**src/rtl/alu_share_arbiter.sv**
```systemverilog
// Round-robin arbiter sharing one 64-bit ALU between NUM_REQ requesters.
// The ALU result is captured in a one-entry output register with a valid/ready handshake.
module alu_share_arbiter #(
  parameter int NUM_REQ = 2,
  parameter int ID_W    = 3
) (
  input  logic                  clk,
  input  logic                  rst,
  input  logic                  flush_i,
  input  logic [NUM_REQ-1:0]    req_valid_i,
  output logic [NUM_REQ-1:0]    req_ready_o,
  input  logic [NUM_REQ*64-1:0] req_opr_a_i,
  input  logic [NUM_REQ*64-1:0] req_opr_b_i,
  input  logic [NUM_REQ*4-1:0]  req_func_i,
  output logic [63:0]           alu_opr_a_o,
  output logic [63:0]           alu_opr_b_o,
  output logic [3:0]            alu_func_o,
  input  logic [63:0]           alu_res_i,
  output logic                  rsp_valid_o,
  input  logic                  rsp_ready_i,
  output logic [63:0]           rsp_res_o,
  output logic [ID_W-1:0]       rsp_id_o
);

  localparam int IDX_W = (NUM_REQ > 1) ? $clog2(NUM_REQ) : 1;

  logic [IDX_W-1:0] last_gnt;
  logic [IDX_W-1:0] gnt_idx;
  logic [IDX_W-1:0] cand;
  logic             gnt_found;
  logic             can_accept;
  logic             accept;

  // Scan from the requester after the last winner, wrapping around
  always_comb begin
    gnt_found = 1'b0;
    gnt_idx   = '0;
    cand      = '0;
    for (int i = 1; i <= NUM_REQ; i++) begin
      cand = IDX_W'((int'(last_gnt) + i) % NUM_REQ);
      if (!gnt_found && req_valid_i[cand]) begin
        gnt_found = 1'b1;
        gnt_idx   = cand;
      end
    end
  end

  // A full register that is draining this cycle may take a new result
  assign can_accept = !flush_i && (!rsp_valid_o || rsp_ready_i);
  assign accept     = can_accept && gnt_found;

  always_comb begin
    req_ready_o = '0;
    alu_opr_a_o = '0;
    alu_opr_b_o = '0;
    alu_func_o  = '0;
    if (accept) begin
      req_ready_o[gnt_idx] = 1'b1;
      alu_opr_a_o = req_opr_a_i[int'(gnt_idx)*64 +: 64];
      alu_opr_b_o = req_opr_b_i[int'(gnt_idx)*64 +: 64];
      alu_func_o  = req_func_i[int'(gnt_idx)*4 +: 4];
    end
  end

  // Result and id hold after a drain; only valid drops
  always_ff @(posedge clk) begin
    if (rst) begin
      rsp_valid_o <= 1'b0;
      rsp_res_o   <= '0;
      rsp_id_o    <= '0;
      last_gnt    <= IDX_W'(NUM_REQ - 1);
    end else if (accept) begin
      rsp_valid_o <= 1'b1;
      rsp_res_o   <= alu_res_i;
      rsp_id_o    <= ID_W'(gnt_idx);
      last_gnt    <= gnt_idx;
    end else if (flush_i || rsp_ready_i) begin
      rsp_valid_o <= 1'b0;
    end
  end

endmodule

```
**config.mk**
```make
export PLATFORM = sky130hd
export DESIGN_NAME = alu_share_arbiter
export DESIGN_NICKNAME = d
export VERILOG_FILES = /design/src/rtl/alu_share_arbiter.sv
export SDC_FILE = /design/constraint.sdc
export NUM_CORES = 1
export LEC_CHECK = 0
export BUFFER_PORTS_ARGS = -buffer_cell sky130_fd_sc_hd__buf_2
export CAP_MARGIN = 10
export CORE_AREA = 2 2 207 209
export CTS_CLUSTER_DIAMETER = 50
export DETAILED_ROUTE_END_ITERATION = 12
export DIE_AREA = 0 0 209 211
export GPL_TIMING_DRIVEN = 0
export SYNTH_ARGS = -nofsm -noshare
export SYNTH_HDL_FRONTEND = slang
export SYNTH_SLANG_ARGS = --single-unit
```
**constraint.sdc**
```tcl
create_clock -name clk -period 1.7 [get_ports clk]
set_input_delay 0.085 -clock clk [delete_from_list [all_inputs] [get_ports clk]]
set_output_delay 0.085 -clock clk [all_outputs]
set_load 0.02 [all_outputs]
```
-- After elaboration in Yosys (flattened, before gate mapping)
Index checks and enable logic that the tools add are counted.
- logic and storage cells: 39
- output and inout bits: 202
- input bits: 334
- bits in registers: 67
- add/sub/neg operators: 2
- multiplexer cells: 16
- shift operators: 3
- reduce and logical (&&, ||, !) cells: 10
- $lt $le $gt $ge: 4
- operators by type and width (kind ; count):
    128-bit by 8-bit indexed part select with 64-bit output ; 2
    64-bit 2-to-1 mux ; 2
    1-bit 2-to-1 mux ; 11
    8-bit by 4-bit indexed part select with 4-bit output ; 1
    1-bit by 2-bit less-than comparator with 1-bit output, second input constant ; 3
    1-bit logical AND ; 4
    4-bit 2-to-1 mux ; 1
    1-bit logical NOT ; 3
    1-bit adder, second input constant ; 2
    1-bit logical OR ; 2
    2-bit 2-to-1 mux ; 1
    2-bit nonzero test ; 1
    1-bit demux with 1-bit select ; 1
    1-bit >= comparator, second input constant ; 1

-- Logic depth before layout (Yosys ltp)
Gate-level depths: netlist (run 1).
- depth after elaboration: 12
- mapped depth: 6
- mapped depth without buffers: 3

-- Worst setup path before layout (run 1)
Ideal clock, no wire load.
- path kind: register to output
- start point: reg rsp_valid_o
- end point: out alu_opr_a_o[54]
- slack: -0.205 ns
- buffers on the path: 2
- data arrival time: 1.820 ns
- data required time: 1.615 ns
- cell stages (with the launch flop): 6
- path through: dfxtp_1 -> nor2b_1 -> buf_2 -> a2111oi_4 -> clkbuf_1 -> a22o_1
- cells in the longest elaborated chain, start to end: 5
- ends and longest elaborated chain (what ; RTL line ; RTL):
    from (decl) ; 19 ; output logic rsp_valid_o,
    from (signal assigned) ; 68 ; rsp_valid_o <= 1'b0;
    from (signal assigned) ; 73 ; rsp_valid_o <= 1'b1;
    from (signal assigned) ; 78 ; rsp_valid_o <= 1'b0;
    1-bit logical NOT ; 49 ; assign can_accept = !flush_i && (!rsp_valid_o || rsp_ready_i);
    1-bit logical OR ; 49 ;
    1-bit logical AND ; 49 ;
    1-bit logical AND ; 50 ; assign accept = can_accept && gnt_found;
    64-bit 2-to-1 mux ; 57 ; if (accept) begin
    to (decl) ; 15 ; output logic [63:0] alu_opr_a_o,
No other way between the ends.

-- Final worst setup path (run 1)
- start point: reg rsp_valid_o
- end point: out alu_opr_a_o[41]
The elaborated chain is that of the path after synthesis.

==> results of run 1 <==
-- cell usage in the layout, fill, tap and decap left out, types with 2 or more instances in the layout --
| master | instances |
|---|---|
| clkinv_4 | 2 |
| bufinv_16 | 3 |
| dfxtp_1 | 65 |
| clkbuf_2 | 2 |
| inv_1 | 2 |
| a31o_2 | 64 |
| diode_2 | 16 |
| buf_4 | 39 |
| buf_8 | 10 |
| a22o_1 | 117 |
| buf_12 | 9 |
| buf_2 | 428 |
| buf_6 | 87 |
| a22o_4 | 16 |
| clkbuf_1 | 28 |
| conb_1 | 2 |
| nor3_1 | 2 |
| clkbuf_8 | 3 |
| nand2b_1 | 64 |
| clkbuf_4 | 3 |
| clkbuf_16 | 17 |
| nor4_1 | 63 |
-- layer usage --
| metal | up-vias | wire length (µm) | GRT usage |
|---|---|---|---|
| met1 | 3190 | 12800 | 0.157 |
| met2 | 383 | 17300 | 0.249 |
| li1 | 3046 | - | - |
| met4 | 32 | 1130 | 0.0591 |
| met3 | 74 | 4130 | 0.0721 |
| met5 | - | 195 | 0 |
-- worst max-delay path by stage --
stage                        startpoint  slack, ps  depth (start not counted)               to
4_1_cts        rsp_valid_o$_SDFFE_PP0P_       -330                          7   alu_opr_b_o[8]
6_report       rsp_valid_o$_SDFFE_PP0P_       -240                          7  alu_opr_a_o[41]
5_1_grt        rsp_valid_o$_SDFFE_PP0P_       -320                          7  alu_opr_b_o[28]
2_1_floorplan  rsp_valid_o$_SDFFE_PP0P_        -60                          6   alu_opr_a_o[0]
3_3_place_gp   rsp_valid_o$_SDFFE_PP0P_      -1220                          6   alu_opr_b_o[1]
3_5_place_dp   rsp_valid_o$_SDFFE_PP0P_      -1160                          6   alu_opr_b_o[1]
-- worst min-delay path, delay by kind of cell --
family / cells / cell delay (ps)
buffers and inverters: 1 / 120
AND/OR/NAND/NOR: 2 / 180
-- sequential cells by signal, indices dropped and copies added (netlist names) --
name,count
rsp_valid_o,1
rsp_res_o,64
last_gnt,1
rsp_id_o,1
-- stage by stage --
step	setup WS [ps]	utilization	cells
finish	-245	0.223	1594
global route	-325	0.223	1592
CTS	-332	0.209	1576
detailed placement	-1160	0.183	1550
global placement	-1220	0.183	1550
floorplan	-59.8	-	480
-- kinds of logic (layout without fill, tap and decap cells) --
family                 Yosys count  after routing  share of synthesized area
DFF                             67             67                      0.313
AOI/OAI and AO/OA              199            199                      0.411
and+or+nand+nor                136            136                      0.202
buffers and inverters           76            635                     0.0730
other                            1             18                   0.000876
-- final cells by class --
| type | count | area, µm² |
|---|---|---|
| Fill cell | 4645 | 32400 |
| Timing Repair Buffer | 546 | 3420 |
| Multi-Input combinational cell | 337 | 2790 |
| Sequential cell | 67 | 1350 |
| Buffer | 71 | 689 |
| Tap cell | 539 | 674 |
| Clock buffer | 10 | 239 |
| Clock inverter | 6 | 113 |
| Antenna cell | 16 | 40.0 |
| Inverter | 2 | 7.51 |
-- what timing repair did --
action                                  4_1_cts  5_1_grt
endpoints found under the setup margin      201      196
resized for setup                           185      152
pin swaps                                    10       18
endpoints found under the hold margin         0        0
hold buffers                                  0        0
buffers inserted                             10        1
cloned                                        2        2
-- where the power goes --
group          switching (W)  leakage, nW  total, W  internal (W)
sequential         0.0000570        0.551   0.00173       0.00167
clock               0.000790        0.173   0.00227       0.00148
combinational        0.00127         3.88   0.00244       0.00117
==> run_results.csv, run 1 <==
group,metric,value,unit
status,status,"finished with violations",
status,violations,"negative setup slack",
yosys,yosys_register_bits,67,
sta,max_freq,514,MHz
yosys,yosysTopAreaCell,"dfxtp_1",
critical_path,required,1620,ps
global_routing,track_usage,0.147,
global_routing,grt_pass1_vias,6552,
power_and_ir_drop,vdd_drop_max,640,µV
critical_path,r2r-end,"rsp_res_o[59]$_SDFFE_PP0P_",
critical_path,critPathKind,"register to output pin",
critical_path,cp.arrival,1860,ps
floorplanning,core_area,0.0418,mm²
critical_path,r2r_cells,6,
sta,tightest_slew,683,ps
sta,rsz0062_at_grt,"true",
global_routing,grt_start_max_net_pins,13,
critical_path,cp_slowest_cell,"dfxtp_2",
global_routing,antenna_found_initial,39,
sta,tns,-30280,ps
critical_path,cpMostUsedCell,"buf_6",
final_layout,fin_area,0.00932,mm²
yosys,synth.distinct_cells,18,
yosys,synthCells,479,
final_layout,syn_to_final_growth,118,%
yosys,syn-cell-area,0.00428,mm²
min_path,holdPathEnd,"rsp_valid_o$_SDFFE_PP0P_",
power_and_ir_drop,power.leakage,4.60,nW
sta,period_share,1.14,
min_path,holdPathStages,3,
detailed_routing,vias,6725,
floorplanning,start_util,0.103,
sta,slew_headroom,0.545,
yosys,synth.top_cell.area_share,0.313,
cts,htreeDepth,3,
placed_design,placed_area,0.00763,mm²
sta,min_period,1940,ps
placed_design,hpwl,30100,µm
sta,finalClockSkew,13.2,ps
yosys,yosysWarnings,0,
yosys,synth_edf_count,0,
cts,clk_path_buf_depth,2,
cts,cts_tree,"yes",
global_routing,grt_remaining_overflow,0,
min_path,holdCritStartpoint,"req_valid_i[1]",
critical_path,path_max_fanout,10,
sta,finalHoldViolations,0,
critical_path,reg2reg_slack,-150,ps
critical_path,worst_setup_path_end_kind,"output pin",
yosys,syn_avg_cell_area,8.94,µm²
critical_path,path_buf_inv,4,
cts,clock_latency,350,ps
power_and_ir_drop,power,0.00643,W
detailed_routing,wl_per_cell,22.3,µm
yosys,synth_area_leaders,"dfxtp_1, a22o_1, a31o_2",
final_layout,nets,1368,
critical_path,cpLargestDelayFamily,"buffers and inverters",
floorplanning,std_cell_rows,75,
yosys,synth_ff_type,"dfxtp_1",
cts,root_buffer,"clkbuf_16",
cts,cts_sinks,67,
run,maxCapViolations,0,
detailed_routing,wirelength,35600,µm
sta,timing.final.ws_setup,-245,ps
sta,whs,100,ps
final_layout,drive_gt1_frac,0.665,
placed_design,gp_congestion,0.849,
floorplanning,io_pins,536,
cts,clk_pin_slew,60,ps
placed_design,numPortBuffers,531,
critical_path,r2r-start,"rsp_valid_o$_SDFFE_PP0P_",
floorplanning,dieArea,0.0441,mm²
yosys,async_flop_share,0,
detailed_routing,drtAntennaViolNets,0,
floorplanning,die_x,209,µm
detailed_routing,via_per_inst,4.22,
global_routing,grt_pass1_wl,46000,µm
critical_path,slowest_delay,320,ps
yosys,seq_area_frac_synth,0.313,
yosys,synth_commonest_cells,"a22o_1, dfxtp_1, a31o_2, nand2b_1, nor4_1",
detailed_routing,first_pass_iters,4,
detailed_routing,drc_errors,0,
critical_path,path_cells,"nor2b_4 -> nor4b_4 -> buf_6 -> buf_12 -> buf_8 -> a22o_1 -> buf_6",
sta,slew_viol_final,0,
detailed_routing,drtIter0Drc,298,
floorplanning,die_y,211,µm
cts,cts-buffers-inserted,9,
yosys,synth_most_common_cell,"a22o_1",
critical_path,cp-start-kind,"register",
min_path,hold_class,"primary input to register",
power_and_ir_drop,powerDensity,690,mW/mm²
sta,setup_viol,174,
Note: power is estimated with default switching activity, not from simulation.
==> inputs of run 2 (changes only) <==
ABC_AREA = 1   (was default)
CORE_AREA = 2 2 209 211   (was 2 2 207 209)
DIE_AREA = 0 0 211 213   (was 0 0 209 211)
==> run 2 against run 1 <==
- the run still ends with negative setup slack left
- worst setup slack improved by 45 ps
- sequential cell count did not move
- global-route usage rose by 0.49 points
- combinational power rose by 31%
- power rose by 7.3%
- register-to-register slack improved by 360 ps
- via count rose by 14%
- clock skew fell by 7.5 ps
- largest cell class unchanged
- largest power group unchanged
==> run_results.csv, run 2 <==
group,metric,value,unit
sta,rsz0062_at_grt,"true",
critical_path,worst_setup_path_end_kind,"output pin",
cts,clk_pin_slew,50,ps
sta,tightest_slew,624,ps
placed_design,numPortBuffers,533,
floorplanning,dieArea,0.0449,mm²
sta,tns,-15130,ps
final_layout,largest_register_ffs,64,
detailed_routing,via_per_inst,3.75,
cts,cts-buffers-inserted,9,
sta,min_period,1900,ps
sta,slew_viol_final,0,
final_layout,nets,1824,
floorplanning,core_area,0.0427,mm²
status,violations,"negative setup slack",
final_layout,layout_common_cells,"buf_2, nand2_1, nor2_1",
global_routing,grt_remaining_overflow,0,
final_layout,fin_area,0.0112,mm²
final_layout,drive_gt1_frac,0.538,
detailed_routing,wirelength,38800,µm
power_and_ir_drop,powerDensity,618,mW/mm²
critical_path,cp-start-kind,"register",
sta,timing.final.ws_setup,-200,ps
critical_path,path_max_fanout,7,
yosys,synth_edf_count,0,
detailed_routing,first_pass_iters,5,
global_routing,track_usage,0.152,
power_and_ir_drop,power,0.00690,W
placed_design,gp_congestion,0.860,
critical_path,cp.arrival,1810,ps
yosys,yosysTopAreaCell,"nand2_1",
detailed_routing,drtIter0Drc,352,
detailed_routing,drtAntennaViolNets,0,
sta,slew_headroom,0.584,
yosys,synth_commonest_cells,"nand2_1, nor2_1, inv_1, dfxtp_1, buf_2",
critical_path,required,1620,ps
min_path,holdCritStartpoint,"alu_res_i[52]",
detailed_routing,vias,7698,
sta,whs,37.6,ps
floorplanning,die_y,213,µm
floorplanning,io_pins,536,
placed_design,pre_cts_ws,-483,ps
critical_path,critPathLaunch,"last_gnt$_SDFFE_PP1P_",
placed_design,hpwl,31300,µm
yosys,synth_ff_type,"dfxtp_1",
detailed_routing,wl_per_cell,18.9,µm
yosys,synthCells,854,
sta,finalClockSkew,5.68,ps
yosys,yosys_register_bits,67,
final_layout,top_register,"rsp_res_o",
yosys,synth.distinct_cells,16,
cts,root_buffer,"clkbuf_16",
cts,cts_tree,"yes",
power_and_ir_drop,power.leakage,6.42,nW
floorplanning,std_cell_rows,76,
critical_path,cp_slowest_cell,"dfxtp_2",
global_routing,grt_start_max_net_pins,12,
yosys,synth.top_cell.area_share,0.453,
final_layout,syn_to_final_growth,155,%
sta,finalHoldViolations,0,
yosys,synth_area_leaders,"nand2_1, dfxtp_1, nor2_1",
global_routing,grt_pass1_wl,47000,µm
power_and_ir_drop,vdd_drop_max,571,µV
critical_path,r2r-start,"rsp_valid_o$_SDFFE_PP0P_",
yosys,seq_area_frac_synth,0.306,
yosys,yosysWarnings,0,
floorplanning,die_x,211,µm
yosys,synth_most_common_cell,"nand2_1",
sta,max_freq,526,MHz
yosys,syn-cell-area,0.00438,mm²
critical_path,path_cells,"a21oi_4 -> buf_6 -> nor2_4 -> buf_12 -> buf_16 -> buf_12 -> buf_16 -> nand2_2 -> nand2_1 -> buf_6",
run,maxCapViolations,0,
cts,clock_latency,340,ps
yosys,syn_avg_cell_area,5.13,µm²
min_path,hold_class,"primary input to register",
status,status,"finished with violations",
critical_path,slowest_delay,330,ps
cts,cts_sinks,67,
sta,period_share,1.12,
final_layout,final_common_cell,"buf_2",
detailed_routing,drc_errors,0,
global_routing,grt_pass1_vias,6805,
global_routing,antenna_found_initial,30,
placed_design,placed_area,0.00773,mm²
sta,setup_viol,133,
cts,clk_path_buf_depth,2,
critical_path,critPathKind,"register to output pin",
cts,htreeDepth,3,
yosys,async_flop_share,0,
floorplanning,start_util,0.103,
run 2: worst max-delay path: cells and delay by family, from the launching register on:
kind | cells | cell delay, ps
compound gates | 1 | 160
flops | 1 | 330
buf+inv | 6 | 800
simple gates | 3 | 160
run 2: area by class of cell:
| type | instances | area [µm²] |
|---|---|---|
| Inverter | 70 | 275 |
| Buffer | 50 | 529 |
| Multi-Input combinational cell | 667 | 3410 |
| Clock buffer | 13 | 260 |
| Timing Repair Buffer | 625 | 4590 |
| Fill cell | 4667 | 31500 |
| Sequential cell | 67 | 1350 |
| Antenna cell | 13 | 32.5 |
| Tap cell | 546 | 683 |
| Clock inverter | 3 | 46.3 |
run 2: metal layers:
| metal | vias to the layer above | share of wire | wire length (µm) | global-route usage |
|---|---|---|---|---|
| li1 | 3756 | - | - | - |
| met1 | 3413 | 0.32 | 12400 | 0.143 |
| met2 | 423 | 0.53 | 20600 | 0.293 |
| met3 | 102 | 0.094 | 3630 | 0.0538 |
| met4 | 4 | 0.055 | 2150 | 0.0721 |
| met5 | - | 0.00070 | 27 | 0 |
run 2: logic make-up after synthesis:
family	share of synthesized area
flops	0.306
compound gates	0.00543
other cells	0.000856
simple gates	0.570
buf+inv	0.117
run 2: worst paths after layout:
| kind | end | slack (ps) | cells after the start |
|---|---|---|---|
| setup / recovery | alu_opr_b_o[54] | -200 | 10 |
| hold / removal | rsp_res_o[52]$_SDFFE_PP0P_ | 40 | 3 |
| setup reg to reg | rsp_res_o[6]$_SDFFE_PP0P_ | 210 | 9 |
| hold reg to reg | last_gnt$_SDFFE_PP1P_ | 490 | 2 |
run 2: power breakdown:
group | internal (W) | switching (W)
sequential | 0.00170 | 0.0000661
combinational | 0.00144 | 0.00176
clock | 0.00122 | 0.000714
total | 0.00436 | 0.00254
run 2: stage by stage:
step | utilization | instances
after CTS | 0.226 | 2027
after detailed placement | 0.181 | 1934
after global placement | 0.181 | 1934
after floorplan | - | 855
final | 0.262 | 2054
after global routing | 0.262 | 2052
run 2: what timing repair did:
action,4_1_cts,5_1_grt
endpoints found under the setup margin,134,178
cloned,4,8
gates resized for setup,239,381
endpoints found under the hold margin,65,0
setup buffers,10,7
pin swaps,7,37
hold buffers,65,0
